===== config.mk =====
export PLATFORM = sky130hd
export DESIGN_NAME = board_reset_controller_flat
export DESIGN_NICKNAME = d
export VERILOG_FILES = /design/src/rtl/board_reset_controller_if.sv /design/src/rtl/board_reset_controller.sv /design/src/flat_wrapper.sv
export SDC_FILE = /design/constraint.sdc
export NUM_CORES = 1
export LEC_CHECK = 0
export CORE_MARGIN = 3
export CORE_UTILIZATION = 45
export DETAILED_ROUTE_END_ITERATION = 10
export PLACE_DENSITY = 0.71
export SLEW_MARGIN = 5
export SYNTH_ARGS = -nofsm -noshare
export SYNTH_HDL_FRONTEND = slang
export SYNTH_SLANG_ARGS = --single-unit
export TNS_END_PERCENT = 50

===== constraint.sdc =====
create_clock -name clock -period 3.6 [get_ports clock]
set_clock_uncertainty 0.1 [all_clocks]
set_input_delay 0.9 -clock clock [delete_from_list [all_inputs] [get_ports clock]]
set_output_delay 0.9 -clock clock [all_outputs]
set_load 0.05 [all_outputs]

===== src/rtl/board_reset_controller_if.sv =====
// Board-side button inputs and core-side reset/halt outputs of the reset controller.
// The master drives the buttons. The slave, which is the controller, drives the core signals.
interface board_reset_controller_if;
  logic       reset_button;
  logic       halt_button;
  logic       core_reset_n;
  logic       core_halt;
  logic [1:0] state;

  modport master (
    output reset_button,
    output halt_button,
    input  core_reset_n,
    input  core_halt,
    input  state
  );

  modport slave (
    input  reset_button,
    input  halt_button,
    output core_reset_n,
    output core_halt,
    output state
  );
endinterface


===== src/rtl/board_reset_controller.sv =====
// Board reset/halt sequencer: synchronizes and debounces the push-buttons, then stretches core reset.
// An optional mode turns the halt button into a press-to-toggle run/halt latch.
module board_reset_controller #(
  parameter int DEBOUNCE_CYCLES   = 500000,
  parameter int RESET_HOLD_CYCLES = 1024,
  parameter bit HALT_TOGGLE       = 1'b1
) (
  input  logic                     clock,
  input  logic                     reset,
  board_reset_controller_if.slave  bus
);

  localparam int DW = $clog2(DEBOUNCE_CYCLES + 1);
  localparam int HW = $clog2(RESET_HOLD_CYCLES + 1);

  typedef enum logic [1:0] {
    ST_HOLD    = 2'd0,
    ST_RUN     = 2'd1,
    ST_PRESSED = 2'd2
  } state_t;

  // Index 0 is the reset button and index 1 is the halt button.
  logic [1:0]    raw;
  logic [1:0]    sync1;
  logic [1:0]    sync2;
  logic [1:0]    deb;
  logic [DW-1:0] deb_cnt [2];

  state_t        st;
  logic [HW-1:0] hold_cnt;
  logic          deb_halt_q;
  logic          halt_latch;
  logic          core_reset_n_r;
  logic          halt_rise;

  assign raw       = {bus.halt_button, bus.reset_button};
  assign halt_rise = deb[1] & ~deb_halt_q;

  always_ff @(posedge clock) begin
    if (reset) begin
      sync1 <= '0;
      sync2 <= '0;
    end else begin
      sync1 <= raw;
      sync2 <= sync1;
    end
  end

  always_ff @(posedge clock) begin
    if (reset) begin
      deb        <= '0;
      deb_cnt[0] <= '0;
      deb_cnt[1] <= '0;
    end else begin
      for (int i = 0; i < 2; i++) begin
        if (sync2[i] == deb[i]) begin
          deb_cnt[i] <= '0;
        end else if (deb_cnt[i] == DW'(DEBOUNCE_CYCLES - 1)) begin
          deb[i]     <= sync2[i];
          deb_cnt[i] <= '0;
        end else begin
          deb_cnt[i] <= deb_cnt[i] + DW'(1);
        end
      end
    end
  end

  // state      | meaning
  // ST_HOLD    | core held in reset while the hold timer counts up
  // ST_RUN     | core released; halt latch active
  // ST_PRESSED | reset button held; waiting for a debounced release
  always_ff @(posedge clock) begin
    if (reset) begin
      st             <= ST_HOLD;
      hold_cnt       <= '0;
      deb_halt_q     <= 1'b0;
      halt_latch     <= 1'b0;
      core_reset_n_r <= 1'b0;
    end else begin
      deb_halt_q <= deb[1];
      case (st)
        ST_HOLD: begin
          halt_latch <= 1'b0;
          if (deb[0]) begin
            st       <= ST_PRESSED;
            hold_cnt <= '0;
          end else if (hold_cnt == HW'(RESET_HOLD_CYCLES - 1)) begin
            st             <= ST_RUN;
            core_reset_n_r <= 1'b1;
          end else begin
            hold_cnt <= hold_cnt + HW'(1);
          end
        end
        ST_RUN: begin
          // A reset press takes priority over any halt activity on the same edge.
          if (deb[0]) begin
            st             <= ST_PRESSED;
            core_reset_n_r <= 1'b0;
            halt_latch     <= 1'b0;
          end else if (HALT_TOGGLE) begin
            if (halt_rise) halt_latch <= ~halt_latch;
          end else begin
            halt_latch <= deb[1];
          end
        end
        ST_PRESSED: begin
          halt_latch <= 1'b0;
          if (!deb[0]) begin
            st       <= ST_HOLD;
            hold_cnt <= '0;
          end
        end
        default: begin
          st             <= ST_HOLD;
          hold_cnt       <= '0;
          halt_latch     <= 1'b0;
          core_reset_n_r <= 1'b0;
        end
      endcase
    end
  end

  assign bus.core_reset_n = core_reset_n_r;
  assign bus.core_halt    = halt_latch;
  assign bus.state        = st;

endmodule

===== src/flat_wrapper.sv =====
// flat-port wrapper written by rule: the top's interface ports become plain ports
module board_reset_controller_flat 
#(
  parameter int DEBOUNCE_CYCLES   = 500000,
  parameter int RESET_HOLD_CYCLES = 1024,
  parameter bit HALT_TOGGLE       = 1'b1
)
  (clock, reset, bus_reset_button, bus_halt_button, bus_core_reset_n, bus_core_halt, bus_state);
  board_reset_controller_if bus_i ();
  input  logic clock;
  input  logic reset;
  input wire logic [$bits(bus_i.reset_button)-1:0] bus_reset_button;
  input wire logic [$bits(bus_i.halt_button)-1:0] bus_halt_button;
  output wire logic [$bits(bus_i.core_reset_n)-1:0] bus_core_reset_n;
  output wire logic [$bits(bus_i.core_halt)-1:0] bus_core_halt;
  output wire logic [$bits(bus_i.state)-1:0] bus_state;
  assign bus_i.reset_button = bus_reset_button;
  assign bus_i.halt_button = bus_halt_button;
  assign bus_core_reset_n = bus_i.core_reset_n;
  assign bus_core_halt = bus_i.core_halt;
  assign bus_state = bus_i.state;
  board_reset_controller #(.DEBOUNCE_CYCLES(DEBOUNCE_CYCLES), .RESET_HOLD_CYCLES(RESET_HOLD_CYCLES), .HALT_TOGGLE(HALT_TOGGLE)) u_core (.clock(clock), .reset(reset), .bus(bus_i));
endmodule

---- After elaboration in Yosys (flattened, before gate mapping) ----
Memory sizes are Yosys's and may differ from the RTL's.
Cells that the tools add are included.
word-level totals
  bits in registers ....................... 22
  RAM bits ................................ 38
  input port bits ......................... 4
  output and inout port bits .............. 4
  memories ................................ 1
cells by class
  add/sub/neg operators ................... 3
  equality and inequality tests ........... 13
  multiplexer cells ....................... 43
  bitwise operators ....................... 13
  reductions and logical operators ........ 7
memories
  name            words  bits a word  rd ports  clocked after memory_dff  wr ports  RTL line                      source
  u_core.deb_cnt  2      19           2         0                         2         board_reset_controller.sv:27  logic [DW-1:0] deb_cnt [2];
operators by type and width
  operator                                                                  count
  19-bit 2-to-1 mux                                                         6
  19-bit by 1-bit adder with 19-bit output (second input constant)          2
  19-bit equality test (second input constant)                              2
  11-bit 2-to-1 mux                                                         3
  11-bit case mux with 3 select lines                                       1
  1-bit 2-to-1 mux                                                          27
  11-bit by 1-bit adder with 11-bit output (second input constant)          1
  11-bit by 10-bit equality test with 1-bit output (second input constant)  1
  2-bit 2-to-1 mux                                                          4
  1-bit inverter                                                            6
  1-bit bitwise OR                                                          6
  2-bit case mux with 3 select lines                                        1
  3-bit AND reduction                                                       2
  2-bit by 1-bit inequality test with 1-bit output (second input constant)  2
  2-bit inequality test (second input constant)                             2
  2-bit AND reduction                                                       2
  4-bit AND reduction                                                       1
  3-bit by 1-bit inequality test with 1-bit output (second input constant)  1
  3-bit by 2-bit inequality test with 1-bit output (second input constant)  1
  1-bit case mux with 3 select lines                                        1
  3-bit OR reduction                                                        1
  1-bit equality test                                                       2
  2-bit by 1-bit equality test with 1-bit output (second input constant)    1
  2-bit equality test (second input constant)                               1
  other kinds (2)                                                           2

---- Logic depth before layout (Yosys ltp) ----
Gate-level depths: netlist of the first run.
  word-level depth ........................ 7
  depth in mapped cells ................... 6
  depth with buffers taken out ............ 5

---- Least setup slack after synthesis of the first run ----
No wires, ideal clock.
  path kind ............................... input port to flip-flop
  from .................................... in reset
  to ...................................... mem u_core.deb_cnt[1][4] (netlist name), data pin
  setup time .............................. 269 ps
  arrival ................................. 1,741 ps
  required time ........................... 3,231 ps
  slack ................................... 1,489 ps
  stages .................................. 4
  cells stage by stage .................... clkbuf_1 -> clkbuf_1 -> clkbuf_1 -> nor3_1
RTL lines
  item                RTL line                      source
  start: declaration  flat_wrapper.sv:11            input logic reset;
  end: declaration    board_reset_controller.sv:27

---- Final worst setup path of the first run ----
  from .................................... reg u_core.st[1] (netlist: u_core.bus.state[1])
  to ...................................... out bus_state[1]
RTL lines
  item                      RTL line                      source
  start: declaration        board_reset_controller.sv:29  state_t st;
  start signal: assignment  board_reset_controller.sv:74  st <= ST_HOLD;
  start signal: assignment  board_reset_controller.sv:85  st <= ST_PRESSED;
  start signal: assignment  board_reset_controller.sv:88  st <= ST_RUN;
  end: declaration          flat_wrapper.sv:16            output wire logic [$bits(bus_i.state)-1:0] bus_state;
No word-level cell between the ends.

==> results.md, run 1 <==
- Leakage power: 1.17 nW
- Critical path launch point type: register
- Pin count of the biggest net entering global routing: 19
- Syn Inst Count: 314
- Critical path required time: 2600 ps
- Status: finished clean
- RSZ-0062 raised after global routing: no
- Pwr Density: 369 nW/um2
- Routed via count: 2394
- Die area: 8070 um2
- Postcts setup bufs: 0
- Most common cell after layout, fill and taps aside: nor2_1
- Worst-Margin Slew: 740 ps
- Crit Path Max Fanout: 8
- Top-area cell type share of the netlist area: a little over a third
- Relative slew margins: 50.7%
- Detailed Place HPWL: 3970 um
- IO Count: 8
- # hold bufs at CTS: 0
- FF-to-FF Start: u_core.deb_cnt[1][0]$_SDFFCE_PN0P_
- Clock sink count: 60
- Synth area leaders: edfxtp_1 36%, dfxtp_1 14%, xnor2_1 6.6%
- GRT Total Usage: ~15%
- N_diodes: 0
- Die width: between 80 and 90 um
- # placed instances: ~440
- Setup CP Type: register to output pin
- Drt total wl: 5610 um
- Clock-pin slew on the worst setup and hold paths: 60 ps
- Synth-to-layout area growth: 14.1%
- Worst Setup SP: u_core.bus.state[1]$_SDFFE_PP0P_
- Post-synth EDFFs: 38
- Worst hold path type: register to register
- CTS root buf: clkbuf_8
- Rows: 29
- Nets: 368
- Clk Latency, worst-skew pair: 330 ps
- Most frequent cells in the layout: 40 x nor2_1, 38 x edfxtp_1, 38 x conb_1, 24 x xnor2_1, 22 x dfxtp_1
- DR WL/cell: 12.2 um
- Max Cap Viol: 0
- VDD IR-drop max: 0.250 mV
- Mapped cell area: 3160 um2
- Top delay family on crit path: buffers and inverters
- Cts repair resizes: 0
- Max incr delay on CP: 870 ps
- Antenna Nets Post-Route: 0
- PortBufs: 7
- DRC Markers: 0
- Worst path arrival time: 1670 ps
- WP depth: 1
- Async set or reset register ratio after synthesis: 0%
- Initial DRT Pass Iterations: 4
- 1st-iter DRT viols: 104
- Core area: 6570 um2
- Fin crit share: approximately 74%
- Tmin final: 2670 ps
- Buf/Inv on CP: 1
- Routability cong.: slightly above 0.8
- Final hold violations: 0
- Sequential area share after synthesis: ~50%
- Proportion of layout cells with a drive suffix above 1: 8.49%
- Post-Route Setup TNS: 0 ps
- Reg2Reg Setup Slack: ~1400 ps
- Grt total ovfl: 0
- Reg-to-reg endpoint: u_core.deb_cnt[1][5]$_SDFFCE_PN0P_
- Final count of negative-setup-slack endpoints: 0
- Die Ht: 89.8 um
- Vias per inst: 5.23
- Synth area leader: edfxtp_1
- Num CTS Buffers: 9
- First-pass GRT wire length: between 10000 and 15000 um
- Initial Util: ~48%
- Synth cell types: 55
- R2R cell count: 5
- Ys Warns: 0
- Critical-path cell list: clkdlybuf4s50_1
- Finished Layout Cells: 458
- FMAX: 374 MHz
- Flops & latches, synth: 60
- WHS: ~350 ps
- Antenna violations before repair: 0
- Top FF cell, synth: edfxtp_1
- Slowest-stage cell, CP: clkdlybuf4s50_1
- Pins over their slew limit: 0
- H-tree depth: 3
- CTS tree: built
- Vias in the first global route: 2342
- Crit end category: output pin
- CTS max path bufs: 2
- Crit path to: bus_state[1]
- Post-synthesis area per instance: 10.1 um2
==> state kept, by name (all words and copies together) (netlist names) <==
register                 count
u_core.deb_halt_q            1
u_core.bus.state             2
u_core.deb                   2
u_core.hold_cnt             11
u_core.bus.core_halt         1
u_core.sync2                 2
u_core.sync1                 2
u_core.deb_cnt              38
u_core.bus.core_reset_n      1
==> where the power goes <==
| part | switching [mW] | internal [mW] | leakage (nW) |
|---|---|---|---|
| combinational | 0.0363 | 0.0289 | 0.523 |
| sequential | 0.0269 | 0.756 | 0.571 |
| clock | 0.242 | 0.243 | 0.0800 |
| total | 0.305 | 1.03 | 1.17 |
==> layer usage <==
layer  global-route usage [%]  routed length (um)
met5                        0                   0
met4                     5.36                  92
met3                     4.34                 179
met2                     24.0                2600
met1                     19.6                2740
==> kinds of logic after synthesis <==
group | count (synthesis) | share of synthesized area [%]
and+or+nand+nor | 158 | 28.7
DFF | 60 | 50.0
AOI/OAI and AO/OA | 40 | 8.15
xor gates and xnor gates | 31 | 8.58
buffers and inverters | 18 | 2.25
adders and majority gates | 3 | 1.19
muxes | 3 | 0.989
other | 1 | 0.119
==> final cells by class <==
cell class,count,area [um2]
Fill cell,615,2960
Timing Repair Buffer,8,77.6
Clock buffer,12,135
Inverter,9,33.8
Sequential cell,60,1580
Multi-Input combinational cell,273,1650
Tap cell,93,116
Clock inverter,3,15.0
==> cells in the mapped netlist, types with 2 or more instances <==
cell      number
nand4b_1       2
a311oi_1       3
nand4_1        9
o31ai_1        6
inv_1          9
and4_1         3
o211ai_1       2
xnor2_1       24
and2_1         2
nor4_1        12
or3b_2         3
nor2b_1        6
mux2i_1        2
xor2_1         7
buf_2          2
dfxtp_1       22
or2_2          3
nand3b_1       4
edfxtp_1      38
nand2b_1       5
o21ai_0        6
nand2_1       18
clkbuf_1       6
ha_1           3
nor3_1        11
nand3_1       14
or4_1          6
nor2_1        40
or3_1          5
a21oi_1       16
==> through the flow <==
stage                     total power [mW]  instance area [um2]  setup WS [ps]  utilization [%]
after global placement               0.858                 3460            913             52.7
after detailed placement             0.861                 3460            839             52.7
final                                 1.33                 3610            925             54.9
after global routing                  1.39                 3610            872             54.9
after CTS                             1.35                 3610            906             54.9
after floorplan                      0.842                 3300           1490                -
==> worst min path at each step <==
stage,startpoint,to,slack (ps),depth (start not counted)
2_1_floorplan,u_core.sync1[0]$_SDFF_PP0_,u_core.sync2[0]$_SDFF_PP0_,310,1
6_report,u_core.sync1[1]$_SDFF_PP0_,u_core.sync2[1]$_SDFF_PP0_,350,1
5_1_grt,u_core.sync1[1]$_SDFF_PP0_,u_core.sync2[1]$_SDFF_PP0_,370,1
3_5_place_dp,u_core.sync1[0]$_SDFF_PP0_,u_core.sync2[0]$_SDFF_PP0_,330,1
4_1_cts,u_core.sync1[0]$_SDFF_PP0_,u_core.sync2[0]$_SDFF_PP0_,360,1
3_3_place_gp,u_core.sync1[0]$_SDFF_PP0_,u_core.sync2[0]$_SDFF_PP0_,330,1
Power figures use the tool's default switching activity.
==> run 2, diff against run 1 <==
--- a/config.mk
+++ b/config.mk
@@ -8,7 +8,7 @@
 export CORE_MARGIN = 3
 export CORE_UTILIZATION = 45
 export DETAILED_ROUTE_END_ITERATION = 10
-export PLACE_DENSITY = 0.71
+export PLACE_DENSITY = 0.73
 export SLEW_MARGIN = 5
 export SYNTH_ARGS = -nofsm -noshare
 export SYNTH_HDL_FRONTEND = slang
==> constraint.sdc (replaced) <==
create_clock -name clock -period 2.2 [get_ports clock]
set_clock_uncertainty 0.1 [all_clocks]
set_input_delay 0.55 -clock clock [delete_from_list [all_inputs] [get_ports clock]]
set_output_delay 0.55 -clock clock [all_outputs]
set_load 0.05 [all_outputs]
==> run 2 against run 1 <==
  * Die area stayed put
  * Combinational power is 78% higher
  * Sequential cell count is the same
  * Critical endpoint is now bus_core_reset_n
  * Via count shrank 0.67%
  * Register-to-register slack got worse by 1200 ps
  * First-iteration DRC count down 5.8%
  * Clock power grew 130%
  * Sequential power increased by 63%
  * Core utilization is 2.7 points higher
  * Non-clock buffer count rose by 11
  * Sequential share of layout area is 2.0 points lower
  * Wire length increased by 2.7%
==> results.md, run 2 (same netlist as run 1, synthesis figures left out) <==
- Core area: 6570 um2 (unchanged)
- N_diodes: 0 (unchanged)
- Grt total ovfl: 0 (unchanged)
- Top delay family on crit path: buffers and inverters
- DRC Markers: 0 (unchanged)
- Crit Path Max Fanout: 3 (-5)
- Critical path launch point type: register
- Reg-to-reg endpoint: u_core.deb_cnt[0][18]$_SDFFCE_PN0P_
- CTS tree: built
- Clock sink count: 60 (unchanged)
- Relative slew margins: 65.8% (+15 points)
- Most frequent cells in the layout: 39 x nor2_1, 38 x edfxtp_1, 38 x conb_1, 24 x xnor2_1, 22 x dfxtp_1
- VDD IR-drop max: 0.250 mV (about the same)
- Slowest-stage cell, CP: clkdlybuf4s50_1
- Vias in the first global route: 2247 (-4.1%)
- Vias per inst: 5.06 (-3.2%)
- Psw: 0.530 mW (+74%)
- Max Cap Viol: 0 (unchanged)
- Combinational share of power: 4.7% (-0.2 points)
- Setup CP Type: register to output pin
- FF-to-FF Start: u_core.deb_cnt[0][0]$_SDFFCE_PN0P_
- CTS root buf: clkbuf_8
- Buf/Inv on CP: 1 (unchanged)
- Rows: 29 (unchanged)
- Status: finished clean
- Pwr Density: 659 nW/um2 (+79%)
- Most common cell after layout, fill and taps aside: nor2_1
- Post-Route Setup TNS: 0 ps (unchanged)
- H-tree depth: 3 (unchanged)
- Critical-path cell list: clkdlybuf4s50_1
- Critical path required time: 1550 ps (-1050 ps)
- Worst hold path type: register to register
- Largest Register: u_core.deb_cnt
- Max incr delay on CP: 810 ps (-60 ps)
- Routability cong.: 0.841 (+3.2%)
- Largest registers: u_core.deb_cnt (38), u_core.hold_cnt (11)
- Internal Power: 1.96 mW (+91%)
- Die area: 8070 um2 (unchanged)
- Antenna Nets Post-Route: 0 (unchanged)
- Worst hold start: u_core.sync1[1]$_SDFF_PP0_
- Final hold violations: 0 (unchanged)
- IO Count: 8 (unchanged)
- First-pass GRT wire length: 9930 um (-2.6%)
- Drt total wl: 5760 um (+2.7%)
- Initial DRT Pass Iterations: 4 (unchanged)
- Clock-pin slew on the worst setup and hold paths: 70 ps (about the same)
- Detailed Place HPWL: 4090 um (+3.2%)
- Worst-Margin Slew: 509 ps (-231 ps)
- FMAX: 466 MHz
- Initial Util: 48.2% (unchanged)
- Synth-to-layout area growth: 19.6%
- Clk pwr share: 44.1% (+7.7 points)
- Pin count of the biggest net entering global routing: 19 (unchanged)
- Flop pwr share: 51.3% (-7.4 points)
- # fillers: 577 (-6.2%)
- GRT Total Usage: 15.2% (+0.16 points)
- Pins over their slew limit: 0 (unchanged)
- RSZ-0062 raised after global routing: no
- # hold bufs at CTS: 0 (unchanged)
- Worst path arrival time: 1500 ps (-170 ps)
- Reg2Reg Setup Slack: 180 ps (-1220 ps)
- Tmin final: about 2100 ps
- Hold path cells: 1 (unchanged)
- Crit end category: output pin
- Largest register FFs: 38 (unchanged)
- Proportion of layout cells with a drive suffix above 1: 13.0% (+4.5 points)
- Switching share of power: 21.2% (-1.7 points)
- Routed via count: 2378 (-0.67%)
- Total power: 2.49 mW (+87%)
- Nets: 379 (+3.0%)
- DR WL/cell: 12.3 um (+0.12%)
- PortBufs: 7 (unchanged)
- Final count of negative-setup-slack endpoints: 0 (unchanged)
- Die Ht: 89.8 um (unchanged)
- Num CTS Buffers: 9 (unchanged)
- 1st-iter DRT viols: 98 (-5.8%)
- Die width: 89.8 um (unchanged)
- R2R cell count: 5 (unchanged)
- Hold Path End: u_core.sync2[1]$_SDFF_PP0_
- Clk Latency, worst-skew pair: 340 ps (about the same)
- Antenna violations before repair: 0 (unchanged)
- Leakage power: 1.27 nW (+8.1%)
- Fin crit share: a little over nine tenths
- CTS max path bufs: 2 (unchanged)
-- run 2: cell types whose count changed in the layout (fill, tap and decap cells not counted), sizes merged --
cell / change
buf: +13
clkbuf: +3
clkdlybuf4s50: -2
clkinv: -2
-- run 2: routing by layer --
layer | vias to the layer above | part of all wire, % | wire, um | GRT usage, %
li1 | 1240 | - | - | -
met1 | 1102 | 48 | 2790 | 18.8
met2 | 29 | 47 | 2730 | 24.7
met3 | 7 | 2.8 | 159 | 4.59
met4 | 0 | 1.4 | 79 | 6.39
met5 | - | 0 | 0 | 0
-- run 2: worst max path at each step --
stage                                               startpoint                                  to  slack, ps  cells past startpoint
after detailed placement    u_core.deb_cnt[1][0]$_SDFFCE_PN0P_  u_core.deb_cnt[1][5]$_SDFFCE_PN0P_         40                      5
final                     u_core.bus.core_reset_n$_SDFFE_PP0P_                    bus_core_reset_n         50                      1
after floorplan               u_core.bus.state[1]$_SDFFE_PP0P_     u_core.hold_cnt[8]$_SDFFE_PP0P_        240                      4
after global placement                                   reset  u_core.deb_cnt[1][6]$_SDFFCE_PN0P_        120                      5
after CTS                 u_core.bus.core_reset_n$_SDFFE_PP0P_                    bus_core_reset_n         30                      1
after global routing      u_core.bus.core_reset_n$_SDFFE_PP0P_                    bus_core_reset_n         10                      1
-- run 2: area by class of cell --
cell class / instances / area (um2) / area share [%]
multi-input combinational: 273 / 1660 / 43.9
inverter: 9 / 33.8 / 0.893
timing repair buffer: 19 / 155 / 4.10
clock buffer: 15 / 230 / 6.08
clock inverter: 1 / 5.00 / 0.132
tap: 93 / 116 / 3.08
sequential: 60 / 1580 / 41.8
-- run 2: per-stage QoR --
stage                     cells  setup WS (ps)  instance area [um2]  hold slack, ps  util, %
final                       470           53.5                 3780             345     57.6
after global routing        470           9.92                 3780             364     57.6
after CTS                   470           30.2                 3770             354     57.4
after detailed placement    454           42.7                 3540             336     53.8
after global placement      454            124                 3540             316     53.8
after floorplan             351            238                 3300             314        -
-- run 2: power by group through the flow --
stage	clock, mW	sequential (mW)	combinational (mW)
after floorplan	0	1.30	0.0797
final	1.10	1.28	0.116
after detailed placement	0	1.30	0.113
after global routing	1.18	1.28	0.131
after global placement	0	1.30	0.111
after CTS	1.13	1.28	0.114
-- run 2: timing repair --
| item | CTS | global route |
|---|---|---|
| setup endpoints to repair | 0 | 19 |
| gates resized for setup | 0 | 3 |
| setup buffers | 0 | 0 |
| hold endpoints to repair | 0 | 0 |
==> run 3, diff against run 2 <==
==> constraint.sdc (replaced) <==
create_clock -name clock -period 2.2 [get_ports clock]
set_clock_uncertainty 0.1 [all_clocks]
set_input_delay 0.55 -clock clock [delete_from_list [all_inputs] [get_ports clock]]
set_output_delay 0.55 -clock clock [all_outputs]
set_load 0.01 [all_outputs]
==> run 3 against run 2 <==
  * Sequential power hardly changed
  * Die area unchanged
  * Hold slack improved by 15 ps
  * First-iteration DRC count is 10% higher
  * Sequential cell count unchanged
  * Clock power is 24% lower
  * Combinational power is 5% lower
  * Global-route usage down 0.092 points
  * Clock-buffer cell count shrank 2
==> results.md, run 3 (same netlist as run 1, synthesis figures left out) <==
- Max incr delay on CP: 590 ps (-220 ps)
- Post-Route Setup TNS: 0 ps (unchanged)
- Crit path to: bus_state[1]
- 1st-iter DRT viols: 108 (+10%)
- Initial Util: 48.2% (unchanged)
- WP depth: 1 (unchanged)
- First-pass GRT wire length: 9940 um (about the same)
- Tmin final: 2040 ps (-103 ps)
- Num CTS Buffers: 9 (unchanged)
- Critical-path cell list: clkdlybuf4s50_1
- Worst-Margin Slew: 586 ps (+77.5 ps)
- H-tree depth: 3 (unchanged)
- Proportion of layout cells with a drive suffix above 1: 11.7% (-1.3 points)
- Antenna Nets Post-Route: 0 (unchanged)
- Leakage power: 1.23 nW (-2.9%)
- RSZ-0062 raised after global routing: no
- CTS root buf: clkbuf_8
- Postcts setup bufs: 0 (unchanged)
- Most common cell after layout, fill and taps aside: nor2_1
- # hold bufs at CTS: 0 (unchanged)
- Rows: 29 (unchanged)
- Setup CP Type: register to output pin
- Register Area: 1580 um2 (unchanged)
- Die area: 8070 um2 (unchanged)
- Antenna violations before repair: 0 (unchanged)
- Pwr Density: 598 nW/um2 (-9.4%)
- Pin count of the biggest net entering global routing: 19 (unchanged)
- Clk Latency, worst-skew pair: 330 ps (about the same)
- Cts repair resizes: 0 (unchanged)
- Worst Setup SP: u_core.bus.state[1]$_SDFFE_PP0P_
- # fillers: 584 (+1.2%)
- Fin crit share: 92.9% (-4.7 points)
- FF-to-FF Start: u_core.deb_cnt[0][0]$_SDFFCE_PN0P_
- Reg2Reg Setup Slack: 220 ps (+40 ps)
- VDD IR-drop max: 0.277 mV (+11%)
- Top delay family on crit path: buffers and inverters
- Clock sink count: 60 (unchanged)
- WHS: 360 ps (+15.4 ps)
- Routability cong.: 0.840 (-0.11%)
- CTS max path bufs: 2 (unchanged)
- R2R cell count: 5 (unchanged)
- Reg-to-reg endpoint: u_core.deb_cnt[0][18]$_SDFFCE_PN0P_
- Pins over their slew limit: 0 (unchanged)
- Max Cap Viol: 0 (unchanged)
- IO Count: 8 (unchanged)
- CTS tree: built
- Critical path launch point type: register
- Vias in the first global route: 2310 (+2.8%)
- Routed via count: 2385 (+0.29%)
- Relative slew margins: 60.6% (-5.2 points)
- N_diodes: 0 (unchanged)
- Status: finished clean
- Final count of negative-setup-slack endpoints: 0 (unchanged)
- FMAX: 489 MHz (+5.1%)
- DRC Markers: 0 (unchanged)
- Total power: 2.22 mW (-11%)
- Grt total ovfl: 0 (unchanged)
- GRT Total Usage: 15.1% (-0.092 points)
- Final hold violations: 0 (unchanged)
- Initial DRT Pass Iterations: 4 (unchanged)
- Drt total wl: 5600 um (-2.7%)
- Crit Path Max Fanout: 8 (+5)
- Buf/Inv on CP: 1 (unchanged)
- Clock-pin slew on the worst setup and hold paths: 60 ps (about the same)
- Detailed Place HPWL: 4060 um (-0.82%)
- Largest registers: u_core.deb_cnt (38), u_core.hold_cnt (11)
- Largest Register: u_core.deb_cnt
- Area of the multi-input gates: 1660 um2 (-0.15%)
- Die width: 89.8 um (unchanged)
- Vias per inst: 5.07 (+0.29%)
- Core area: 6570 um2 (unchanged)
- DR WL/cell: 11.9 um (-2.7%)
- Worst path arrival time: 1390 ps (-110 ps)
- Slowest-stage cell, CP: clkdlybuf4s50_1
- Die Ht: 89.8 um (unchanged)
- Nets: 379 (unchanged)
- Largest register FFs: 38 (unchanged)
- Most frequent cells in the layout: 39 x nor2_1, 38 x edfxtp_1, 38 x conb_1, 24 x xnor2_1, 22 x dfxtp_1
- Worst hold path type: register to register
- PortBufs: 7 (unchanged)
- Critical path required time: 1550 ps (about the same)
- Synth-to-layout area growth: 17.4%
- Crit end category: output pin
-- run 3: per-stage QoR --
stage	utilization [%]	worst slack [ps]	instances	cell area, um2
2_1_floorplan	-	352	351	3300
3_3_place_gp	53.9	132	454	3540
3_5_place_dp	53.9	45.6	454	3540
4_1_cts	56.4	24.1	470	3700
5_1_grt	56.6	2.02	470	3710
6_report	56.6	157	470	3710
-- run 3: cell type report --
class                           instances  share of cell area, %
Inverter                                9                  0.909
Multi-Input combinational cell        273                   44.7
Clock buffer                           13                   4.01
Sequential cell                        60                   42.6
Clock inverter                          3                  0.404
Timing Repair Buffer                   19                   4.31
Tap cell                               93                   3.13
-- run 3: power breakdown --
group / total, mW / switching, mW / internal (mW) / leakage [nW]
registers: 1.28 / 0.0425 / 1.24 / 0.571
clock network: 0.831 / 0.397 / 0.434 / 0.0872
logic: 0.110 / 0.0572 / 0.0524 / 0.575
-- run 3: worst reg2reg max path: stages, from the launching register on --
cell	delay (ps)
edfxtp_1	390
ha_1	240
nand4_1	290
nor2_2	230
or4b_1	440
a21oi_1	150
-- run 3: worst min-delay path by stage --
| stage | from | endpoint | slack, ps | depth (start not counted) |
|---|---|---|---|---|
| after floorplan | u_core.sync1[0]$_SDFF_PP0_ | u_core.sync2[0]$_SDFF_PP0_ | 310 | 1 |
| after global placement | u_core.sync1[1]$_SDFF_PP0_ | u_core.sync2[1]$_SDFF_PP0_ | 320 | 1 |
| after detailed placement | u_core.sync1[0]$_SDFF_PP0_ | u_core.sync2[0]$_SDFF_PP0_ | 330 | 1 |
| after CTS | u_core.hold_cnt[10]$_SDFFE_PP0P_ | u_core.hold_cnt[10]$_SDFFE_PP0P_ | 360 | 2 |
| after global routing | u_core.sync1[1]$_SDFF_PP0_ | u_core.sync2[1]$_SDFF_PP0_ | 370 | 1 |
| final | u_core.sync1[1]$_SDFF_PP0_ | u_core.sync2[1]$_SDFF_PP0_ | 360 | 1 |
-- run 3: metal layers --
metal / routed length (um) / GRT usage (%)
met1: 2740 / 18.3
met2: 2650 / 24.9
met3: 157 / 4.26
met4: 57 / 7.02
met5: 0 / 0
